==> config.mk <==
export PLATFORM = sky130hd
export DESIGN_NAME = axi4s_wrr_scheduler
export DESIGN_NICKNAME = d
export VERILOG_FILES = /design/src/rtl/axi4s_wrr_scheduler_pkg.sv /design/src/rtl/rr_first_one_finder.sv /design/src/rtl/axi4s_wrr_scheduler.sv
export SDC_FILE = /design/constraint.sdc
export NUM_CORES = 1
export LEC_CHECK = 0
export ABC_AREA = 0
export ABC_CLOCK_PERIOD_IN_PS = 4290
export CAP_MARGIN = 30
export CORE_ASPECT_RATIO = 2
export CORE_MARGIN = 2
export CORE_UTILIZATION = 50
export DETAILED_ROUTE_END_ITERATION = 10
export HOLD_SLACK_MARGIN = 0.06
export PLACE_DENSITY = 0.81
export SLEW_MARGIN = 30
export SYNTH_ARGS = -nofsm -noshare
export SYNTH_HDL_FRONTEND = slang
export SYNTH_SLANG_ARGS = --single-unit
==> constraint.sdc <==
create_clock -name clk_i -period 4.29 [get_ports clk_i]
set_input_delay 0.858 -clock clk_i [delete_from_list [all_inputs] [get_ports clk_i]]
set_output_delay 0.858 -clock clk_i [all_outputs]
set_load 0.05 [all_outputs]
==> src/rtl/axi4s_wrr_scheduler_pkg.sv <==
// Shared types and helpers for the AXI4-Stream weighted round-robin packet scheduler.
package axi4s_wrr_scheduler_pkg;

    typedef enum logic [0:0] {
        IDLE_E  = 1'b0,
        GRANT_E = 1'b1
    } sched_state_t;

    function automatic int idx_width(input int n);
        if ($clog2(n) < 1) begin
            return 1;
        end else begin
            return $clog2(n);
        end
    endfunction

endpackage

==> src/rtl/rr_first_one_finder.sv <==
// Combinational rotating priority search: first set request bit at or after ptr_i, wrapping at N_P-1.
module rr_first_one_finder
    import axi4s_wrr_scheduler_pkg::*;
#(
    parameter int N_P     = 4,
    parameter int IDX_W_P = 2
) (
    input  logic [N_P-1:0]     req_i,
    input  logic [IDX_W_P-1:0] ptr_i,
    output logic               found_o,
    output logic [IDX_W_P-1:0] index_o
);

    logic [IDX_W_P:0]   cand_s;
    logic [IDX_W_P-1:0] cand_idx_s;

    // Walk offsets from the pointer; the wrap is an explicit compare so non-power-of-two N works
    always_comb begin
        found_o    = 1'b0;
        index_o    = {IDX_W_P{1'b0}};
        cand_s     = {(IDX_W_P+1){1'b0}};
        cand_idx_s = {IDX_W_P{1'b0}};
        for (int off = 0; off < N_P; off++) begin
            cand_s = {1'b0, ptr_i} + (IDX_W_P+1)'(off);
            if (cand_s >= (IDX_W_P+1)'(N_P)) begin
                cand_s = cand_s - (IDX_W_P+1)'(N_P);
            end else begin
                cand_s = cand_s;
            end
            cand_idx_s = cand_s[IDX_W_P-1:0];
            if (!found_o && req_i[cand_idx_s]) begin
                found_o = 1'b1;
                index_o = cand_idx_s;
            end else begin
                found_o = found_o;
            end
        end
    end

endmodule

==> src/rtl/axi4s_wrr_scheduler.sv <==
// N:1 AXI4-Stream weighted round-robin packet scheduler: packet-atomic registered grants,
// per-master packet credits per turn, and a shadowed weight configuration applied only while idle.
module axi4s_wrr_scheduler
    import axi4s_wrr_scheduler_pkg::*;
#(
    parameter int NR_OF_MASTERS_P = 4,
    parameter int WEIGHT_WIDTH_P  = 4,
    localparam int IDX_W          = idx_width(NR_OF_MASTERS_P)
) (
    input  logic                                      clk_i,
    input  logic                                      rst_i,
    input  logic [NR_OF_MASTERS_P*WEIGHT_WIDTH_P-1:0] cfg_weight_i,
    input  logic                                      cfg_update_i,
    input  logic [NR_OF_MASTERS_P-1:0]                req_tvalid_i,
    input  logic                                      beat_tvalid_i,
    input  logic                                      beat_tready_i,
    input  logic                                      beat_tlast_i,
    output logic                                      gnt_valid_o,
    output logic [IDX_W-1:0]                          gnt_index_o,
    output logic [NR_OF_MASTERS_P-1:0]                gnt_onehot_o
);

    localparam int N = NR_OF_MASTERS_P;
    localparam int W = WEIGHT_WIDTH_P;

    sched_state_t   state_q, state_d;
    logic [IDX_W-1:0] ptr_q, ptr_d;
    logic [W-1:0]   credit_q, credit_d;
    logic [W-1:0]   active_w_q [N];
    logic [W-1:0]   active_w_d [N];
    logic [W-1:0]   pending_w_q [N];
    logic [W-1:0]   pending_w_d [N];
    logic           pending_q, pending_d;
    logic           gnt_valid_q, gnt_valid_d;
    logic [IDX_W-1:0] gnt_index_q, gnt_index_d;
    logic [N-1:0]   gnt_onehot_q, gnt_onehot_d;

    logic [W-1:0]   cfg_arr_s [N];
    logic [N-1:0]   eligible_s;
    logic           found_s;
    logic [IDX_W-1:0] winner_s;
    logic           pkt_end_s;
    logic [IDX_W-1:0] ptr_next_s;

    // Unpack configuration and build the eligibility mask from the active weights
    always_comb begin
        for (int i = 0; i < N; i++) begin
            cfg_arr_s[i]  = cfg_weight_i[i*W +: W];
            eligible_s[i] = req_tvalid_i[i] & (active_w_q[i] != {W{1'b0}});
        end
    end

    assign pkt_end_s  = beat_tvalid_i & beat_tready_i & beat_tlast_i;
    assign ptr_next_s = (ptr_q == IDX_W'(N-1)) ? {IDX_W{1'b0}} : (ptr_q + IDX_W'(1));

    rr_first_one_finder #(
        .N_P     (N),
        .IDX_W_P (IDX_W)
    ) u_finder (
        .req_i   (eligible_s),
        .ptr_i   (ptr_q),
        .found_o (found_s),
        .index_o (winner_s)
    );

    // State and datapath registers
    always_ff @(posedge clk_i) begin
        if (rst_i) begin
            state_q      <= IDLE_E;
            ptr_q        <= {IDX_W{1'b0}};
            credit_q     <= W'(1'b1);
            pending_q    <= 1'b0;
            gnt_valid_q  <= 1'b0;
            gnt_index_q  <= {IDX_W{1'b0}};
            gnt_onehot_q <= {N{1'b0}};
            for (int i = 0; i < N; i++) begin
                active_w_q[i]  <= W'(1'b1);
                pending_w_q[i] <= W'(1'b1);
            end
        end else begin
            state_q      <= state_d;
            ptr_q        <= ptr_d;
            credit_q     <= credit_d;
            pending_q    <= pending_d;
            gnt_valid_q  <= gnt_valid_d;
            gnt_index_q  <= gnt_index_d;
            gnt_onehot_q <= gnt_onehot_d;
            for (int i = 0; i < N; i++) begin
                active_w_q[i]  <= active_w_d[i];
                pending_w_q[i] <= pending_w_d[i];
            end
        end
    end

    // Next-state: leave IDLE on a winner, leave GRANT only on the tlast handshake
    always_comb begin
        state_d = state_q;
        case (state_q)
            IDLE_E: begin
                if (found_s) begin
                    state_d = GRANT_E;
                end else begin
                    state_d = IDLE_E;
                end
            end
            GRANT_E: begin
                if (pkt_end_s) begin
                    state_d = IDLE_E;
                end else begin
                    state_d = GRANT_E;
                end
            end
            default: state_d = IDLE_E;
        endcase
    end

    // Grant outputs, pointer/credit bookkeeping and config shadowing
    always_comb begin
        ptr_d        = ptr_q;
        credit_d     = credit_q;
        pending_d    = pending_q;
        gnt_valid_d  = gnt_valid_q;
        gnt_index_d  = gnt_index_q;
        gnt_onehot_d = gnt_onehot_q;
        for (int i = 0; i < N; i++) begin
            active_w_d[i]  = active_w_q[i];
            pending_w_d[i] = pending_w_q[i];
        end
        case (state_q)
            IDLE_E: begin
                // The search this cycle still sees the old weights; the new ones take effect next cycle
                if (pending_q) begin
                    for (int i = 0; i < N; i++) begin
                        active_w_d[i] = pending_w_q[i];
                    end
                    credit_d  = pending_w_q[ptr_q];
                    pending_d = 1'b0;
                end else begin
                    pending_d = pending_q;
                end
                if (found_s) begin
                    gnt_valid_d  = 1'b1;
                    gnt_index_d  = winner_s;
                    gnt_onehot_d = {{(N-1){1'b0}}, 1'b1} << winner_s;
                    if (winner_s != ptr_q) begin
                        ptr_d    = winner_s;
                        credit_d = active_w_q[winner_s];
                    end else begin
                        ptr_d = ptr_q;
                    end
                end else begin
                    gnt_valid_d  = 1'b0;
                    gnt_onehot_d = {N{1'b0}};
                end
            end
            GRANT_E: begin
                if (pkt_end_s) begin
                    gnt_valid_d  = 1'b0;
                    gnt_onehot_d = {N{1'b0}};
                    // A zero credit (weight cleared under a live turn) is treated as the last packet
                    if (credit_q <= W'(1'b1)) begin
                        ptr_d    = ptr_next_s;
                        credit_d = active_w_q[ptr_next_s];
                    end else begin
                        credit_d = credit_q - W'(1'b1);
                    end
                end else begin
                    gnt_valid_d = gnt_valid_q;
                end
            end
            default: begin
                gnt_valid_d  = 1'b0;
                gnt_onehot_d = {N{1'b0}};
            end
        endcase
        if (cfg_update_i) begin
            for (int i = 0; i < N; i++) begin
                pending_w_d[i] = cfg_arr_s[i];
            end
            pending_d = 1'b1;
        end else begin
            pending_d = pending_d;
        end
    end

    assign gnt_valid_o  = gnt_valid_q;
    assign gnt_index_o  = gnt_index_q;
    assign gnt_onehot_o = gnt_onehot_q;

endmodule
==> results.txt, run 1 <==
CP top delay family: compound AO/OA/AOI/OAI gates
Logic pwr share: 0.335
CTS root buf: clkbuf_8
Synth top area share: 0.370
post-cts sizing count: 0
clock share of power: 0.269
global-route wire length before repair: 11,300 um
fmax: 307 MHz
post-synthesis async set-or-reset flop share: 0
FP Rows: 37
main combinational cell family by area after synthesis: compound AO/OA/AOI/OAI gates
Critical Path Sink: credit_q[0]
Sum Neg Setup Slack: 0 ns
GR Layer Usage met2: 0.444
pwr dens: 450 mW/mm^2
CTS HTree Levels: 2
Initial Util: 0.516
startpoint types: flop
drc violations: 0
leading cell type in the layout, fill and taps excluded: dfxtp_1
CP required: 4.49 ns
Die Ht: 107 um
crit end category: flop
Reg clk slew, reported paths: 0.09 ns
NumNets Final: 345
largest net degree at the start of global routing: 28
grt total ovfl: 0
dpl cell area: 0.00300 mm^2
RD Place Congestion: 1.01
core area: 0.00514 mm^2
switching share of total power: 0.341
HPWL after DPL: 5330 um
Post-DRT Antenna Nets: 0
Avg Vias per Cell: 6.38
unrepaired setup endpoints after global routing: no
Skew-Pair Late Insertion Delay: 0.30 ns
CP Data Arrival Time: 3.46 ns
Post-Synth Simple-Gate Area: 0.178
post-synthesis sequential area ratio: 0.370
total wire length: 6800 um
Iter 0 DRT Violations: 93
Setup Skew: 0.0110 ns
post-CTS setup buffers: 0
Critical Path Source: ptr_q[0]
WP depth: 7
fin area: 0.00315 mm^2
CP Max Fanout: 18
met1 global-route usage: 0.249
Synth Warn #: 0
RR Endpoint: credit_q[0]
Hold Path Class: reg2reg
Sequential Power Share: 0.396
Inserted Clock Buffers: 5
busiest grt layer: met2
GR Layer Usage met3: 0.0302
Critical Path Max Stage Delay: 0.67 ns
Synth Register Bits: 49
Worst Tran Pin Value: 0.905 ns
Synthesized Nets: 320
Slew Viols, Final: 0
Global Route Usage Sum: 0.241
main area contributors after synthesis: dfxtp_1 37%, mux2i_1 7.9%, nand2_1 5.4%
Area Overhead vs Synth: 18.8%
Mapped Avg Cell Area: 9.11 um^2
vias in the first global route: 2,328
ant diodes: 0
Buf/Inv on CP: 0
Place WS: 0.879 ns
Sink Count: 49
Top FF cell, synth: dfxtp_1
Synth area leader: dfxtp_1
Die Area: 0.00594 mm^2
Rel. slew slack: 0.389
CTS tree: yes
leakage power: 0.00120 uW
initial antenna violation count: 0
R2R cell count: 7
Buffers on Ports: 32
Crit Path Category: reg2reg
Psw: 483 uW
routed length per placed instance: 18.1 um
DIE WIDTH: 55.5 um
status: complete, no violations
I/O pin cnt: 33
number of synthesized flops with an enable pin: 0
Tmin final: 3.26 ns
peak supply drop: 0.457 mV
Max stage delay cell, worst path: dfxtp_1
reg-to-reg startpoint: ptr_q[0]
xor/xnor share of the synthesized area: 0
clock tree buffer depth: 2
Max Cap Violations: 0
Vias: 2,392
post-synthesis compound-gate area fraction: 0.265
drt pass-1 iters: 4
adder-cell share of the synthesized area: 0.0142
multiplexer share of the synthesized area: 0.139
Cell variety after synth: 48
Setup-failing EPs final: 0
reg2reg setup slack: 1.03 ns
Internal: 934 uW
commonest cells after routing, fill and taps aside: 49 x dfxtp_1, 38 x nand2_1, 32 x clkdlybuf4s50_1
CP Cell Sequence: ha_1 -> nand2b_1 -> o22ai_1 -> a221oi_1 -> o221a_4 -> mux4_2 -> a2111o_1
Period Utilization, post-route: 0.760
share of cells above drive strength 1: 0.0789
utilization after layout: 0.613
hold_buf cts: 0
setup ws final: 1.03 ns
Mapped Cells: 291
endpoints failing hold: 0
mapped cell area: 0.00265 mm^2
[worst reg2reg max path, stage by stage (launching register included)]
cell and delay (ns):
dfxtp_1 0.67, ha_1 0.54, nand2b_1 0.20, o22ai_1 0.09, a221oi_1 0.42, o221a_4 0.33, mux4_2 0.51, a2111o_1 0.41
[area by class of cell]
cell class                      instances  area (um^2)
Sequential cell                        49          981
Clock buffer                            5         68.8
Tap cell                               58         72.6
Multi-Input combinational cell        218         1580
Inverter                                6         22.5
Clock inverter                          3         65.1
Timing Repair Buffer                   36          358
Fill cell                             445         1990
[Yosys cell counts, types with 4 or more instances]
library cell,n
a211o_1,6
a211oi_1,10
a21oi_1,20
a32oi_1,7
and3_1,7
buf_1,5
clkbuf_1,13
dfxtp_1,49
inv_1,6
mux2i_1,21
mux4_2,6
nand2_1,38
nand3_1,4
nand3b_1,4
nor2_1,31
nor2b_1,9
o21ai_0,4
o41a_1,4
[state kept, by name, indices dropped and copies added, names as in the netlist, named ones only]
name,count
gnt_onehot_o,4
gnt_valid_o,1
pending_w_q,16
credit_q,4
active_w_q,16
state_q,1
ptr_q,2
gnt_index_o,2
pending_q,1
[power by group through the flow]
stage	combinational [uW]	clock, uW	sequential (uW)
after floorplan	328	0	580
after global placement	466	0	568
after detailed placement	471	0	571
after CTS	473	385	560
after global routing	519	403	568
final	475	381	561
[worst min-delay path by stage]
stage	start	endpoint	slack [ns]	cells past startpoint
floorplan	pending_w_q[2][2]	active_w_q[2][2]	0.44	2
global placement	gnt_valid_o	gnt_valid_o	0.45	1
detailed placement	pending_w_q[3][1]	active_w_q[3][1]	0.47	2
CTS	pending_w_q[0][2]	active_w_q[0][2]	0.47	2
global route	pending_w_q[0][2]	active_w_q[0][2]	0.48	2
finish	pending_w_q[0][2]	active_w_q[0][2]	0.47	2
[metal layers]
| layer | routed length, um | up-vias |
|---|---|---|
| met5 | 0 | - |
| met3 | 247 | 27 |
| met4 | 390 | 0 |
| met2 | 3720 | 82 |
| met1 | 2450 | 1134 |
| li1 | - | 1149 |
[stage by stage]
step / std cells / total power [uW] / hold WS [ns]
after floorplan: 291 / 908 / 0.441
after global placement: 366 / 1030 / 0.451
after detailed placement: 366 / 1040 / 0.466
after CTS: 374 / 1420 / 0.469
after global routing: 375 / 1490 / 0.478
final: 375 / 1420 / 0.471
[cells by family (layout without fill, tap and decap cells)]
group | after synthesis | in the layout
and+or+nand+nor | 103 | 103
AOI/OAI and AO/OA | 83 | 83
DFF | 49 | 49
muxes | 29 | 29
buffers and inverters | 24 | 50
adders and majority gates | 3 | 3
Power figures use the tool's default switching activity.
==> inputs of run 2 (changes only) <==
--- a/config.mk
+++ b/config.mk
@@ -6,14 +6,14 @@
 export NUM_CORES = 1
 export LEC_CHECK = 0
 export ABC_AREA = 0
-export ABC_CLOCK_PERIOD_IN_PS = 4290
+export ABC_CLOCK_PERIOD_IN_PS = 2790
 export CAP_MARGIN = 30
 export CORE_ASPECT_RATIO = 2
 export CORE_MARGIN = 2
 export CORE_UTILIZATION = 50
 export DETAILED_ROUTE_END_ITERATION = 10
 export HOLD_SLACK_MARGIN = 0.06
-export PLACE_DENSITY = 0.81
+export PLACE_DENSITY = 0.84
 export SLEW_MARGIN = 30
 export SYNTH_ARGS = -nofsm -noshare
 export SYNTH_HDL_FRONTEND = slang
==> constraint.sdc (replaced) <==
create_clock -name clk_i -period 2.79 [get_ports clk_i]
set_input_delay 0.558 -clock clk_i [delete_from_list [all_inputs] [get_ports clk_i]]
set_output_delay 0.558 -clock clk_i [all_outputs]
set_load 0.05 [all_outputs]
==> run 2 against run 1 <==
Compared with the run above: sequential power increased by 51%; cell area increased by 4.2%; critical path depth unchanged; non-clock buffer count increased by 21; largest cell class unchanged; utilization increased by 2.6 points; wire length increased by 4.4%; power increased by 59%; fmax increased by 25%; register-to-register slack got worse by 0.85 ns; clock skew increased by 0.00076 ns; clock power increased by 37%.
==> results.txt, run 2 (synthesis results as in run 1) <==
endpoints failing hold: 0
routed length per placed instance: 17.9 um
Crit Path Category: reg2reg
fmax: 384 MHz
Worst Tran Pin Value: 0.583 ns
CP required: 2.98 ns
Setup-failing EPs final: 0
Buffers on Ports: 32
core area: 0.00514 mm^2
Skew-Pair Late Insertion Delay: 0.30 ns
largest net degree at the start of global routing: 30
Iter 0 DRT Violations: 74
Setup Skew: 0.0118 ns
unrepaired setup endpoints after global routing: no
FP Rows: 37
Buf/Inv on CP: 0
Vias: 2,510
drc violations: 0
post-cts sizing count: 0
Period Utilization, post-route: 0.933
CTS root buf: clkbuf_8
CP Cell Sequence: ha_1 -> nand2b_1 -> o22ai_1 -> a221oi_1 -> o221a_4 -> mux4_2 -> a2111o_1
HPWL after DPL: 5520 um
Global Route Usage Sum: 0.248
total wire length: 7100 um
commonest cells after routing, fill and taps aside: 49 x dfxtp_1, 38 x nand2_1, 32 x clkdlybuf4s50_1
share of cells above drive strength 1: 0.133
Area Overhead vs Synth: 23.9%
hold_buf cts: 0
setup ws final: 0.186 ns
Post-DRT Antenna Nets: 0
Tmin final: 2.60 ns
vias in the first global route: 2,426
DIE WIDTH: 55.5 um
clock tree buffer depth: 2
drt pass-1 iters: 5
status: complete, no violations
NumNets Final: 366
CP top delay family: compound AO/OA/AOI/OAI gates
Avg Vias per Cell: 6.34
global-route wire length before repair: 11,700 um
Place WS: -0.120 ns
leakage power: 0.00129 uW
crit end category: flop
Slew Viols, Final: 0
Reg clk slew, reported paths: 0.09 ns
RD Place Congestion: 1.06
top flop regs: active_w_q: 16 flops, pending_w_q: 16 flops
Die Area: 0.00594 mm^2
initial antenna violation count: 0
Sum Neg Setup Slack: 0 ns
startpoint types: flop
Max stage delay cell, worst path: mux4_2
pwr dens: 684 mW/mm^2
Max Cap Violations: 0
Rel. slew slack: 0.612
CP Max Fanout: 4
CTS HTree Levels: 2
CP Data Arrival Time: 2.80 ns
peak supply drop: 0.866 mV
Hold Path Class: reg2reg
post-CTS setup buffers: 0
Die Ht: 107 um
Sink Count: 49
Initial Util: 0.516
grt total ovfl: 0
CTS tree: yes
leading cell type in the layout, fill and taps excluded: dfxtp_1
I/O pin cnt: 33
Inserted Clock Buffers: 5
Critical Path Max Stage Delay: 0.48 ns
ant diodes: 0
[run 2: changes by cell type in the layout (fill, tap and decap cells not counted), sizes merged]
cell / before / now
bufinv: 2 / 1
buf: 4 / 25
clkbuf: 5 / 6
clkinvlp: 0 / 1
clkinv: 1 / 0
[run 2: tightest hold or removal path, cell delays in order (launching register included)]
cell and delay (ns):
dfxtp_1 0.33, nand2_1 0.06, a21oi_1 0.05
[run 2: cell type report]
cell class | count | area, um^2
fill | 422 | 1850
multi-input combinational | 218 | 1580
clock inverter | 2 | 37.5
inverter | 6 | 22.5
clock buffer | 6 | 82.6
timing repair buffer | 57 | 508
tap | 58 | 72.6
sequential | 49 | 981
[run 2: final timing paths]
path	start	end	slack [ns]	cells after the start
setup / recovery	ptr_q[0]	credit_q[0]	0.19	7
hold / removal	pending_w_q[0][2]	active_w_q[0][2]	0.47	2
setup reg to reg	ptr_q[0]	credit_q[0]	0.19	7
hold reg to reg	pending_w_q[0][2]	active_w_q[0][2]	0.47	2
[run 2: metrics by stage]
stage | instance area (um^2) | std cells | power [uW] | hold slack [ns] | util
final | 3280 | 396 | 2250 | 0.469 | 0.639
after global routing | 3280 | 396 | 2350 | 0.495 | 0.639
after CTS | 3280 | 396 | 2240 | 0.475 | 0.639
after detailed placement | 3160 | 388 | 1730 | 0.466 | 0.616
after global placement | 3160 | 388 | 1710 | 0.452 | 0.616
after floorplan | 2650 | 291 | 1400 | 0.441 | -
[run 2: per-layer routing]
layer | track usage | routed length (um) | vias to the layer above
met5 | 0 | 0 | -
met4 | 0.162 | 376 | 0
met3 | 0.0241 | 224 | 26
met2 | 0.458 | 3870 | 84
met1 | 0.258 | 2630 | 1204
li1 | - | - | 1196
[run 2: report_power, final]
part | switching, uW | internal (uW)
clock network | 230 | 291
logic | 470 | 407
registers | 82.4 | 766
total | 783 | 1460
